[config.mk]
export PLATFORM = sky130hd
export DESIGN_NAME = g_inverse
export DESIGN_NICKNAME = d
export VERILOG_FILES = /design/src/rtl/blake_pkg.sv /design/src/rtl/g_inv_half.sv /design/src/rtl/g_inverse.sv
export SDC_FILE = /design/constraint.sdc
export NUM_CORES = 1
export LEC_CHECK = 0
export ABC_AREA = 1
export ABC_CLOCK_PERIOD_IN_PS = 13400
export CORE_MARGIN = 2
export CORE_UTILIZATION = 35
export DETAILED_ROUTE_END_ITERATION = 8
export PLACE_DENSITY = 0.52
export SLEW_MARGIN = 5
export SYNTH_ARGS = -nofsm -noshare
export SYNTH_HDL_FRONTEND = slang
export SYNTH_SLANG_ARGS = --single-unit
[constraint.sdc]
create_clock -name Clk -period 13.4 [get_ports Clk]
set_clock_uncertainty 0.1 [all_clocks]
set_input_delay 2.01 -clock Clk [delete_from_list [all_inputs] [get_ports Clk]]
set_output_delay 2.01 -clock Clk [all_outputs]
set_load 0.005 [all_outputs]
[src/rtl/blake_pkg.sv]
// Shared BLAKE2s constants and rotate helpers, used by the forward G
// and by its inverse.
package blake_pkg;

  localparam int BLAKE_W = 32;

  localparam int ROT_16 = 16;
  localparam int ROT_12 = 12;
  localparam int ROT_8  = 8;
  localparam int ROT_7  = 7;

  typedef logic [BLAKE_W-1:0] word_t;

  typedef struct packed {
    word_t a;
    word_t b;
    word_t c;
    word_t d;
  } quad_t;

  function automatic word_t rotl(word_t x, int n);
    return (x << n) | (x >> (BLAKE_W - n));
  endfunction

  function automatic word_t rotr(word_t x, int n);
    return (x >> n) | (x << (BLAKE_W - n));
  endfunction

endpackage

[src/rtl/g_inv_half.sv]
// Combinational inverse of one G half-mix; RB/RD are the left-rotate
// amounts that undo the forward right-rotates on b and d.
module g_inv_half
  import blake_pkg::*;
#(
  parameter int RB = ROT_7,
  parameter int RD = ROT_8
) (
  input  logic [BLAKE_W-1:0] a_i,
  input  logic [BLAKE_W-1:0] b_i,
  input  logic [BLAKE_W-1:0] c_i,
  input  logic [BLAKE_W-1:0] d_i,
  input  logic [BLAKE_W-1:0] m_i,
  output logic [BLAKE_W-1:0] a_o,
  output logic [BLAKE_W-1:0] b_o,
  output logic [BLAKE_W-1:0] c_o,
  output logic [BLAKE_W-1:0] d_o
);

  assign b_o = rotl(b_i, RB) ^ c_i;
  assign c_o = c_i - d_i;
  assign d_o = rotl(d_i, RD) ^ a_i;
  assign a_o = a_i - b_o - m_i;

endmodule

[src/rtl/g_inverse.sv]
// Two-stage valid/ready pipeline inverting the BLAKE2s G mix.
// Define G_INV_STATS_EN to add the Cnt_O completed-result counter.
module g_inverse
  import blake_pkg::*;
#(
  parameter int WORD_W = 32
) (
  input  logic              Clk,
  input  logic              Rst,
  input  logic              In_Valid_I,
  output logic              In_Ready_O,
  input  logic [WORD_W-1:0] A_I,
  input  logic [WORD_W-1:0] B_I,
  input  logic [WORD_W-1:0] C_I,
  input  logic [WORD_W-1:0] D_I,
  input  logic [WORD_W-1:0] X_I,
  input  logic [WORD_W-1:0] Y_I,
  output logic              Out_Valid_O,
  input  logic              Out_Ready_I,
  output logic [WORD_W-1:0] A_O,
  output logic [WORD_W-1:0] B_O,
  output logic [WORD_W-1:0] C_O,
  output logic [WORD_W-1:0] D_O
`ifdef G_INV_STATS_EN
  ,
  output logic [31:0]       Cnt_O
`endif
);

  if (WORD_W != BLAKE_W) begin : g_bad_width
    $error("g_inverse: only WORD_W=32 is supported");
  end

  logic  v1_q, v1_d;
  logic  v2_q, v2_d;
  logic  adv1, adv2;
  quad_t s1_q, s1_n;
  quad_t s2_q, s2_n;
  word_t x_q;

  // Stage 2 frees up when empty or its result leaves this cycle.
  assign adv2       = !v2_q || Out_Ready_I;
  assign adv1       = !v1_q || adv2;
  assign In_Ready_O = adv1;

  g_inv_half #(
    .RB (ROT_7),
    .RD (ROT_8)
  ) u_half_lo (
    .a_i (A_I),
    .b_i (B_I),
    .c_i (C_I),
    .d_i (D_I),
    .m_i (Y_I),
    .a_o (s1_n.a),
    .b_o (s1_n.b),
    .c_o (s1_n.c),
    .d_o (s1_n.d)
  );

  g_inv_half #(
    .RB (ROT_12),
    .RD (ROT_16)
  ) u_half_hi (
    .a_i (s1_q.a),
    .b_i (s1_q.b),
    .c_i (s1_q.c),
    .d_i (s1_q.d),
    .m_i (x_q),
    .a_o (s2_n.a),
    .b_o (s2_n.b),
    .c_o (s2_n.c),
    .d_o (s2_n.d)
  );

  always_comb begin
    v1_d = v1_q;
    v2_d = v2_q;
    if (adv1) v1_d = In_Valid_I;
    if (adv2) v2_d = v1_q;
  end

  always_ff @(posedge Clk or posedge Rst) begin
    if (Rst) begin
      v1_q <= 1'b0;
      v2_q <= 1'b0;
      s1_q <= '0;
      s2_q <= '0;
      x_q  <= '0;
    end else begin
      v1_q <= v1_d;
      v2_q <= v2_d;
      if (adv1 && In_Valid_I) begin
        s1_q <= s1_n;
        x_q  <= X_I;
      end
      if (adv2 && v1_q) s2_q <= s2_n;
    end
  end

  assign Out_Valid_O = v2_q;
  assign A_O         = s2_q.a;
  assign B_O         = s2_q.b;
  assign C_O         = s2_q.c;
  assign D_O         = s2_q.d;

`ifdef G_INV_STATS_EN
  logic [31:0] cnt_q, cnt_d;

  assign cnt_d = cnt_q + 32'd1;

  always_ff @(posedge Clk or posedge Rst) begin
    if (Rst)                     cnt_q <= '0;
    else if (v2_q && Out_Ready_I) cnt_q <= cnt_d;
  end

  assign Cnt_O = cnt_q;
`endif

endmodule
# After elaboration in Yosys (flattened, before gate mapping)

Cells that the tools add are included.
Widths: inputs -> output; s select.

Logic and storage cells: 31
Flip-flop bits (word level): 290
Memories kept: 0
Output and inout bits: 130
RAM bits: 0
Latch bits: 0
ROM bits: 0
Bits of input ports: 196

Divide/modulo/power cells: 0
Eq/ne operators: 0
Shift-type cells: 0
Reductions and logical operators: 6
Order comparisons: 0
Add/sub/neg operators: 6
Multipliers: 0
Muxes and demuxes: 0
Bitwise gates (word level): 8

Operator list:

| kind              | number |
|---|---|
| $sub 32x32->32    | 6 |
| $xor 32x32->32    | 4 |
| $or 32x12->32     | 1 |
| $or 32x16->32     | 1 |
| $or 32x7->32      | 1 |
| $or 32x8->32      | 1 |
| $logic_and 1x1->1 | 2 |
| $logic_not 1->1   | 2 |
| $logic_or 1x1->1  | 2 |

# Longest topological paths before layout

Gate-level depths: netlist of run 1.

Word-level depth: 4
Depth in mapped cells: 18
Mapped depth without buffers: 18

# Hierarchy

Synthesis of run 1 repeated with hierarchy kept, for this count alone.

Cell total of the unflattened synthesis: 3635
Area, all modules: 23852.9 um2

Modules (own cells, without submodules):

| module                  | cells an instance | area an instance (um2) | times used |
|---|---|---|---|
| g_inverse               | 1257              | 11325.9                | 1 |
| g_inv_half at u_half_lo | 1189              | 6274.8                 | 1 |
| g_inv_half at u_half_hi | 1189              | 6252.2                 | 1 |

# Worst setup path after synthesis of run 1

Ideal clock, no wire load.

Path type: input to register
Start point: in B_I[25]
End point: reg s1_q[126] (netlist bit)
Library setup time: 0.117 ns
Stages: 17
Arrival: 4.166 ns
Setup slack: 9.016 ns
Cell sequence: xnor2_1 -> fa_1 -> inv_1 -> ha_1 -> inv_1 -> nand2_1 -> fa_1 -> nand3_1 -> nand3_2 -> nand2_1 -> nand2_1 -> nand2_1 -> nand2_2 -> nand2_1 -> nand3_1 -> nand3_1 -> nand2_1

Longest elaborated chain between the ends: 4

Ends and longest elaborated chain:

| what                         | line             | RTL |
|---|---|---|
| start: declaration           | g_inverse.sv:13  | `input logic [WORD_W-1:0] B_I,` |
| $or 32x7->32                 | blake_pkg.sv:22  | `return (x << n) \| (x >> (BLAKE_W - n));` |
| $xor 32x32->32               | g_inv_half.sv:20 | `assign b_o = rotl(b_i, RB) ^ c_i;` |
| $sub 32x32->32 (2 in series) | g_inv_half.sv:23 | `assign a_o = a_i - b_o - m_i;` |
| end signal: assignment       | g_inverse.sv:94  | `s1_q <= s1_n;` |
| end: declaration             | g_inverse.sv:37  | `quad_t s1_q, s1_n;` |

No other way between the ends.
A chain may end at the register's enable or synchronous reset.

# Worst setup path after layout of run 1

Start point: in Out_Ready_I
End point: out In_Ready_O

Longest elaborated chain between the ends: 2

Ends and longest elaborated chain:

| what               | line            | RTL |
|---|---|---|
| start: declaration | g_inverse.sv:19 | `input logic Out_Ready_I,` |
| $logic_or 1x1->1   | g_inverse.sv:42 | `assign adv2 = !v2_q \|\| Out_Ready_I;` |
| $logic_or 1x1->1   | g_inverse.sv:43 | `assign adv1 = !v1_q \|\| adv2;` |
| end: declaration   | g_inverse.sv:11 | `output logic In_Ready_O,` |

No other way between the ends.

==> impl_metrics.py, run 1 <==
metrics = {
    "route": {
        "via_per_inst": 4.78,
        "drtPass1Iterations": 6,
        "drt-total-wl_um": 90200,
        "drt_iter0_drc": 1854,
        "wl_per_cell_um": 20.2,
        "drc": 0,
        "vias": 21300,
        "postRouteAntennaNets": 0,
    },
    "grt": {
        "grt_max_degree": 142,
        "use_met2_pct": 42.7,
        "grt_pass1_vias": 20400,
        "grt_pass1_wl_um": 132000,
        "antenna_found_initial": 2,
        "grt_util_met1_pct": 38.5,
        "grt_overflow": 0,
        "grt_usage_pct": 27.0,
        "grt-busiest-layer": "met2",
        "met3_usage_pct": 3.14,
    },
    "pwr": {
        "power_frac_clock_pct": 15.6,
        "p_per_area_mw_per_mm2": 224,
        "swShare_pct": 48.1,
        "p_total_w": 0.00621,
        "p_comb_share_pct": 60.1,
        "p_int_w": 0.00322,
        "ir_drop_uv": 99.4,
        "power_frac_seq_pct": 24.3,
        "switchingPower_w": 0.00299,
        "power_leakage_nw": 14.5,
    },
    "layout": {
        "final_net_count": 3969,
        "area_growth_pct": 23.3,
        "fin_cells": 4461,
        "mostFrequentLayoutCells": "nand2_1, inv_1, clkdlybuf4s50_1, dfrtp_1, o21ai_0",
        "antenna_cells": 0,
        "drive_above_1_share_pct": 3.05,
        "layout_commonest_cell": "nand2_1",
        "n_fill_cell": 6718,
    },
    "cts": {
        "clock_latency_ns": 0.56,
        "cts_resized": 0,
        "postCtsHoldBufs": 0,
        "cts_buffers": 36,
        "cts_buffer_depth": 3,
        "cts_tree": "built",
        "clock_sinks": 290,
        "clockRootBuffer": "clkbuf_16",
        "cts_setup_buffers": 0,
        "htreeDepth": 2,
        "clkTransAtPathRegs_ns": 0.05,
    },
    "sta": {
        "drv_slew": 0,
        "slew_headroom_pct": 37.5,
        "setup_tns_ns": 0,
        "tightestPinTransition_ns": 0.930,
        "finalSetupViolations": 0,
        "hold_viol": 0,
        "min_period_ns": 5.26,
        "grt_setup_unrepaired": "no",
        "fin_crit_sh_pct": 39.3,
        "fmax_mhz": 190,
    },
    "floorplanning": {
        "io-pin-count": 326,
        "die_x_um": 258,
        "std_cell_rows": 93,
        "die_area_sq_mm": 0.0665,
        "start_util_pct": 35.2,
        "core_area_sq_mm": 0.0641,
        "fp.dieH_um": 258,
    },
    "worst_setup_path": {
        "arrival_ns": 3.15,
        "start_kind": "input port",
        "max_stage_delay_ns": 0.52,
        "crit_path_frequent_cell": "clkdlybuf4s50_1",
        "end_kind": "output port",
        "critical_path.slowest_cell": "clkdlybuf4s50_1",
        "worstPathRequired_ns": 11.29,
        "reg2regPathDepth": 14,
        "path_cells": "clkdlybuf4s50_1 > inv_1 > nand3_2 > clkdlybuf4s50_1",
        "critPathMaxFanout": 3,
        "worst-setup-path-type": "in2out",
    },
    "yosys": {
        "ys_types": 30,
        "synth_area_per_cell_sq_um": 6.89,
        "synthCells": 3273,
        "synth_nets": 3661,
        "synth_seq_cells": 290,
        "yosysWarnings": 0,
        "syn_area_sq_mm": 0.0226,
        "synth-seq-area-share_pct": 32.2,
    },
    "placed_design": {
        "dp.cells": 4398,
        "place_congestion": 0.981,
        "io_buffers": 325,
        "detailed_place_hpwl_um": 76800,
    },
    "min_path": {
        "min_path_cells": 2,
        "worst_hold_path_type": "reg2reg",
    },
    "run": {
        "max_cap_violations": 0,
    },
    "run_status": {
        "outcome": "complete, no violations",
    },
}
[worst max-delay path, delay by kind of cell]
family        cells  cell delay, ns
buf+inv           3            1.02
simple gates      1            0.12
[layer usage]
metal	up-vias	routed length (um)
li1	10600	-
met1	9918	41900
met2	720	40200
met3	110	5240
met4	2	2890
met5	-	51
[sequential cells by signal, summed over array words and instances, names as in the netlist]
name         count
s1_q           128
A_O             32
B_O             32
C_O             32
D_O             32
x_q             32
Out_Valid_O      1
v1_q             1
[final timing paths]
check                                      end  slack [ns]                  from
max                                 In_Ready_O        8.14           Out_Ready_I
min                        C_O[25]$_DFFE_PP0P_        0.38   C_O[25]$_DFFE_PP0P_
max reg2reg                A_O[28]$_DFFE_PP0P_        9.64  s1_q[84]$_DFFE_PP0P_
min reg2reg                C_O[25]$_DFFE_PP0P_        0.38   C_O[25]$_DFFE_PP0P_
max in group asynchronous  C_O[30]$_DFFE_PP0P_        9.17                   Rst
min in group asynchronous   A_O[2]$_DFFE_PP0P_        1.87                   Rst
[power groups by stage]
stage	registers, W	logic, W	clock network (W)
6_report	0.00151	0.00373	0.000969
5_1_grt	0.00154	0.00419	0.00103
4_1_cts	0.00151	0.00374	0.000989
3_5_place_dp	0.00152	0.00372	0
3_3_place_gp	0.00152	0.00372	0
2_1_floorplan	0.00140	0.00235	0
[cell usage after synthesis]
library cell  count  share of area, %
nand2_1        1237                21
inv_1           574               9.6
dfrtp_1         290                32
o21ai_0         201               4.5
xnor2_1         179               7.0
nor2_1          162               2.7
nand3_1         141               3.1
ha_1            128               7.1
a21oi_1          87               1.9
fa_1             64               5.7
nand2_2          30              0.83
buf_2            29              0.64
nand3b_1         27              0.90
clkbuf_1         24              0.40
o21ai_1          24              0.53
nand4_1          12              0.33
xor2_1           12              0.47
nor3_1           10              0.22
o21bai_1          8              0.27
nand3_2           7              0.31
buf_4             6              0.20
inv_2             4             0.067
and2_1            3             0.083
and3_1            3             0.083
nor2_2            3             0.083
buf_6             2              0.10
nor3_2            2             0.089
or2_1             2             0.055
and3_2            1             0.033
o31ai_1           1             0.033
[cell families after synthesis]
kind of cell | Yosys count | share of synthesized area [%]
simple gates | 1640 | 29.4
buf+inv | 639 | 11.0
compound gates | 321 | 7.22
flops | 290 | 32.2
fa+ha+maj | 192 | 12.8
xor+xnor | 191 | 7.42
[per-stage QoR]
| stage | util, % | hold WS, ns | worst slack [ns] | area (sq um) |
|---|---|---|---|---|
| final | 43.4 | 0.378 | 8.14 | 27800 |
| after global routing | 43.4 | 0.397 | 8.09 | 27800 |
| after CTS | 43.4 | 0.381 | 8.13 | 27800 |
| after detailed placement | 41.6 | 0.365 | 7.86 | 26700 |
| after global placement | 41.6 | 0.364 | 7.87 | 26700 |
| after floorplan | - | 0.355 | 3.28 | 22600 |
[area by class of cell]
cell class	count	area (sq um)	share of cell area, %
Clock buffer	51	1050	3.77
Clock inverter	12	96.3	0.347
Multi-Input combinational cell	2344	12900	46.2
Sequential cell	290	7260	26.1
Timing Repair Buffer	331	3300	11.9
Inverter	578	2180	7.83
Tap cell	855	1070	3.85
(Power assumes the default switching activity.)
==> run 2: changes to the inputs <==
ABC_CLOCK_PERIOD_IN_PS = 4800   (was 13400)
PLACE_DENSITY = 0.54   (was 0.52)
clock period = 4.8 ns   (was 13.4 ns; I/O delays follow)
==> impl_metrics.py, run 2 (synthesized netlist as in run 1, its figures left out) <==
metrics = {
    "placed_design": {
        "post-place-ws_ns": 0.824,
        "detailed_place_hpwl_um": 78800,
        "place_congestion": 0.969,
        "dp.cells": 4406,
        "io_buffers": 325,
    },
    "min_path": {
        "min_to": "C_O[22]$_DFFE_PP0P_",
        "min_path_cells": 2,
        "worst_hold_path_type": "reg2reg",
        "min-delay-start": "C_O[22]$_DFFE_PP0P_",
    },
    "layout": {
        "largest_reg_flops": 128,
        "mostFrequentLayoutCells": "nand2_1, inv_1, clkdlybuf4s50_1, dfrtp_1, o21ai_0",
        "drive_above_1_share_pct": 3.37,
        "regMostFlops": "s1_q",
        "area_growth_pct": 23.8,
        "final_net_count": 3977,
        "fin_cells": 4472,
        "layout_commonest_cell": "nand2_1",
    },
    "pwr": {
        "ir_drop_uv": 422,
        "power_leakage_nw": 14.6,
        "power_frac_clock_pct": 15.5,
        "p_per_area_mw_per_mm2": 623,
        "swShare_pct": 48.3,
        "switchingPower_w": 0.00840,
        "p_total_w": 0.0174,
        "p_int_w": 0.00898,
        "power_frac_seq_pct": 24.4,
        "p_comb_share_pct": 60.1,
    },
    "run_status": {
        "outcome": "complete, no violations",
    },
    "cts": {
        "cts_resized": 0,
        "clockRootBuffer": "clkbuf_16",
        "clkTransAtPathRegs_ns": 0.06,
        "htreeDepth": 2,
        "clock_sinks": 290,
        "cts_tree": "built",
        "postCtsHoldBufs": 0,
        "cts_buffers": 36,
        "clock_latency_ns": 0.56,
        "cts_setup_buffers": 0,
        "cts_buffer_depth": 3,
    },
    "grt": {
        "grt_usage_pct": 27.5,
        "grt_pass1_wl_um": 134000,
        "grt_pass1_vias": 20600,
        "grt_max_degree": 137,
        "antenna_found_initial": 0,
        "grt_overflow": 0,
    },
    "worst_setup_path": {
        "crit_buf_inv": 1,
        "rrSetupSlack_ns": 1.01,
        "end_kind": "flip-flop",
        "worst-setup-path-type": "reg2reg",
        "crit_path_frequent_cell": "nand2_1",
        "reg2reg_from": "s1_q[84]$_DFFE_PP0P_",
        "critPathMaxFanout": 4,
        "path_cells": "xnor2_1 > fa_1 > ha_1 > inv_1 > nand2_1 > fa_1 > nand3_1 > nand3_2 > nand2_1 > nand2_1 > nand2_1 > nand2_2 > nand2_1 > nand2_1 > nand2_1 > nand3_1 > nand2_1",
        "arrival_ns": 4.17,
        "max_stage_delay_ns": 0.62,
        "path_delay_family": "adder cells",
        "r2r-end": "A_O[30]$_DFFE_PP0P_",
        "critical_path.slowest_cell": "xnor2_1",
        "reg2regPathDepth": 17,
        "start_kind": "flip-flop",
        "worstPathRequired_ns": 5.19,
    },
    "run": {
        "max_cap_violations": 0,
    },
    "sta": {
        "fmax_mhz": 264,
        "min_period_ns": 3.79,
        "slew_headroom_pct": 36.9,
        "grt_setup_unrepaired": "no",
        "drv_slew": 0,
        "fin_crit_sh_pct": 78.9,
        "setup_tns_ns": 0,
        "tightestPinTransition_ns": 0.940,
        "hold_viol": 0,
        "setup_slack_ns": 1.01,
        "finalSetupViolations": 0,
    },
    "route": {
        "drc": 0,
        "drt_iter0_drc": 1914,
        "drtPass1Iterations": 6,
        "vias": 21400,
        "wl_per_cell_um": 20.6,
        "via_per_inst": 4.78,
        "drt-total-wl_um": 92300,
        "postRouteAntennaNets": 0,
    },
    "floorplanning": {
        "die_area_sq_mm": 0.0665,
        "die_x_um": 258,
        "io-pin-count": 326,
        "start_util_pct": 35.2,
        "fp.dieH_um": 258,
        "core_area_sq_mm": 0.0641,
        "std_cell_rows": 93,
    },
}
[run 2: how the worst max path moves through the flow]
stage,start,end,slack [ns],cells past startpoint
2_1_floorplan,Rst,A_O[0]$_DFFE_PP0P_,0.13,1
3_3_place_gp,C_I[0],s1_q[118]$_DFFE_PP0P_,0.85,19
3_5_place_dp,C_I[0],s1_q[118]$_DFFE_PP0P_,0.82,19
4_1_cts,s1_q[84]$_DFFE_PP0P_,A_O[30]$_DFFE_PP0P_,0.97,16
5_1_grt,s1_q[84]$_DFFE_PP0P_,A_O[30]$_DFFE_PP0P_,0.80,16
6_report,s1_q[84]$_DFFE_PP0P_,A_O[30]$_DFFE_PP0P_,1.01,17
[run 2: routing by layer]
metal | track usage (%) | part of all wire, %
met1 | 38.6 | 47
met2 | 44.4 | 45
met3 | 3.59 | 5.3
met4 | 7.74 | 3.0
met5 | 0 | 0
[run 2: tightest hold or removal path: stages, from the launching register on]
cell and delay (ns):
dfrtp_1 0.34, nand2_1 0.06, nand2_1 0.06
[run 2: metrics by stage]
stage	hold WS [ns]	area, sq um	util (%)
after global routing	0.402	27900	43.5
after CTS	0.382	27900	43.5
after global placement	0.366	26800	41.7
after detailed placement	0.366	26800	41.7
final	0.380	27900	43.5
after floorplan	0.355	22600	-
[run 2: cell type report]
cell class              instances  area [sq um]
multi-input cells            2344         12900
fillers                      6805         36200
inverters                     578          2170
flip-flops and latches        290          7260
repair buffers                339          3410
clock inverters                19           155
well taps                     855          1070
clock buffers                  45           996
diodes                          2          5.00
[run 2: power groups by stage]
| stage | combinational (W) | sequential (W) | clock [W] |
|---|---|---|---|
| after detailed placement | 0.0104 | 0.00426 | 0 |
| after global placement | 0.0104 | 0.00425 | 0 |
| after CTS | 0.0105 | 0.00423 | 0.00276 |
| after floorplan | 0.00657 | 0.00390 | 0 |
| final | 0.0104 | 0.00423 | 0.00270 |
| after global routing | 0.0117 | 0.00430 | 0.00284 |
==> run 3: changes to the inputs <==
ABC_CLOCK_PERIOD_IN_PS = 3800   (was 4800)
PLACE_DENSITY = 0.52   (was 0.54)
clock period = 3.8 ns   (was 4.8 ns; I/O delays follow)
==> impl_metrics.py, run 3 (synthesized netlist as in run 1, its figures left out) <==
metrics = {
    "sta": {
        "drv_slew": 0,
        "tightestPinTransition_ns": 0.967,
        "hold_viol": 0,
        "finalSetupViolations": 0,
        "fmax_mhz": 296,
        "holdWs_ns": 0.159,
        "grt_setup_unrepaired": "no",
        "min_period_ns": 3.38,
        "fin_crit_sh_pct": 88.8,
        "slew_headroom_pct": 35.6,
    },
    "worst_setup_path": {
        "rrSetupSlack_ns": 0.42,
        "start_kind": "flip-flop",
        "worst-setup-path-type": "reg2reg",
        "r2r-end": "A_O[28]$_DFFE_PP0P_",
        "critPathMaxFanout": 4,
        "reg2regPathDepth": 16,
        "reg2reg_from": "s1_q[84]$_DFFE_PP0P_",
        "worstPathRequired_ns": 4.15,
        "end_kind": "flip-flop",
        "arrival_ns": 3.73,
    },
    "placed_design": {
        "place_area_sq_mm": 0.0273,
        "detailed_place_hpwl_um": 79800,
        "dp.cells": 4467,
        "place_congestion": 0.988,
        "io_buffers": 325,
    },
    "route": {
        "vias": 21600,
        "wl_per_cell_um": 20.7,
        "drc": 0,
        "drtPass1Iterations": 6,
        "via_per_inst": 4.76,
        "postRouteAntennaNets": 0,
        "drt_iter0_drc": 1854,
        "drt-total-wl_um": 93700,
    },
    "floorplanning": {
        "fp.dieH_um": 258,
        "die_x_um": 258,
        "die_area_sq_mm": 0.0665,
        "start_util_pct": 35.2,
        "io-pin-count": 326,
        "core_area_sq_mm": 0.0641,
        "std_cell_rows": 93,
    },
    "layout": {
        "final_core_util_pct": 44.6,
        "regMostFlops": "s1_q",
        "mostFrequentLayoutCells": "nand2_1, inv_1, clkdlybuf4s50_1, dfrtp_1, o21ai_0",
        "fin_cells": 4532,
        "layout_commonest_cell": "nand2_1",
        "fin_area_sq_mm": 0.0286,
        "drive_above_1_share_pct": 4.95,
        "largest_reg_flops": 128,
        "area_growth_pct": 26.8,
        "antenna_cells": 0,
        "final_net_count": 4039,
    },
    "cts": {
        "clock_latency_ns": 0.57,
        "cts_resized": 0,
        "cts_tree": "built",
        "cts_buffers": 37,
        "clkTransAtPathRegs_ns": 0.06,
        "clockRootBuffer": "clkbuf_16",
        "postCtsHoldBufs": 0,
        "clock_sinks": 290,
        "cts_buffer_depth": 3,
        "cts_setup_buffers": 0,
        "htreeDepth": 2,
    },
    "grt": {
        "antenna_found_initial": 2,
        "grt_overflow": 0,
        "grt_pass1_vias": 20900,
        "grt_max_degree": 223,
        "grt_usage_pct": 27.9,
        "grt_pass1_wl_um": 136000,
    },
    "run_status": {
        "outcome": "complete, no violations",
    },
    "pwr": {
        "p_total_w": 0.0229,
        "ir_drop_uv": 461,
        "power_leakage_nw": 15.0,
        "p_per_area_mw_per_mm2": 801,
    },
    "min_path": {
        "worst_hold_path_type": "in2async",
    },
    "run": {
        "max_cap_violations": 0,
    },
}
run 3: changes by cell type in the layout (fill, tap and decap cells not counted):
| cell | delta |
|---|---|
| clkinvlp_4 | -4 |
| clkinv_2 | -3 |
| buf_12 | +3 |
| inv_6 | -2 |
| diode_2 | -2 |
| bufinv_16 | +7 |
| clkbuf_1 | +2 |
| clkbuf_8 | -1 |
| buf_4 | +58 |
| clkbuf_16 | +2 |
run 3: how the worst max path moves through the flow:
stage | from | endpoint | cells after the start
2_1_floorplan | Rst | A_O[0]$_DFFE_PP0P_ | 1
3_3_place_gp | C_I[3] | s1_q[124]$_DFFE_PP0P_ | 13
3_5_place_dp | C_I[3] | s1_q[124]$_DFFE_PP0P_ | 13
4_1_cts | s1_q[84]$_DFFE_PP0P_ | A_O[28]$_DFFE_PP0P_ | 16
5_1_grt | s1_q[84]$_DFFE_PP0P_ | A_O[30]$_DFFE_PP0P_ | 19
6_report | s1_q[84]$_DFFE_PP0P_ | A_O[28]$_DFFE_PP0P_ | 16
run 3: where the power goes:
part / switching [W] / total, W / internal [W]
Clock: 0.00152 / 0.00400 / 0.00248
Combinational: 0.00811 / 0.0136 / 0.00547
Sequential: 0.00117 / 0.00533 / 0.00417
run 3: layout make-up:
cell class | count | area [sq um]
sequential | 290 | 7260
timing repair buffer | 400 | 3900
fill | 6727 | 35500
inverter | 578 | 2170
clock inverter | 17 | 303
clock buffer | 48 | 1040
multi-input combinational | 2344 | 12900
tap | 855 | 1070
run 3: per-layer routing:
| metal | track usage [%] | wire [um] | up-vias | share of wire [%] |
|---|---|---|---|---|
| li1 | - | - | 10700 | - |
| met1 | 39.4 | 43700 | 9959 | 47 |
| met2 | 43.7 | 40900 | 752 | 44 |
| met3 | 3.80 | 5520 | 110 | 5.9 |
| met4 | 9.84 | 3570 | 0 | 3.8 |
| met5 | 0 | 0 | - | 0 |
run 3: critical path, stage by stage, from the launching register on:
cell and delay, ns:
dfrtp_1 0.48, xnor2_1 0.17, buf_4 0.17, fa_1 0.53
inv_1 0.05, ha_1 0.16, inv_1 0.05, nand2_1 0.11
fa_1 0.47, nand3_1 0.11, nand3_2 0.11, nand3_1 0.10
nand3_1 0.18, nand2_1 0.18, nand3b_1 0.10, nand3_1 0.14
nand2_1 0.06
run 3: metrics by stage:
step           worst slack, ns  TNS (ns)
6_report                 0.425         0
5_1_grt                  0.180         0
2_1_floorplan           -0.717   -207.98
4_1_cts                  0.450         0
3_3_place_gp            0.0582         0
3_5_place_dp          -0.00432  -0.00432
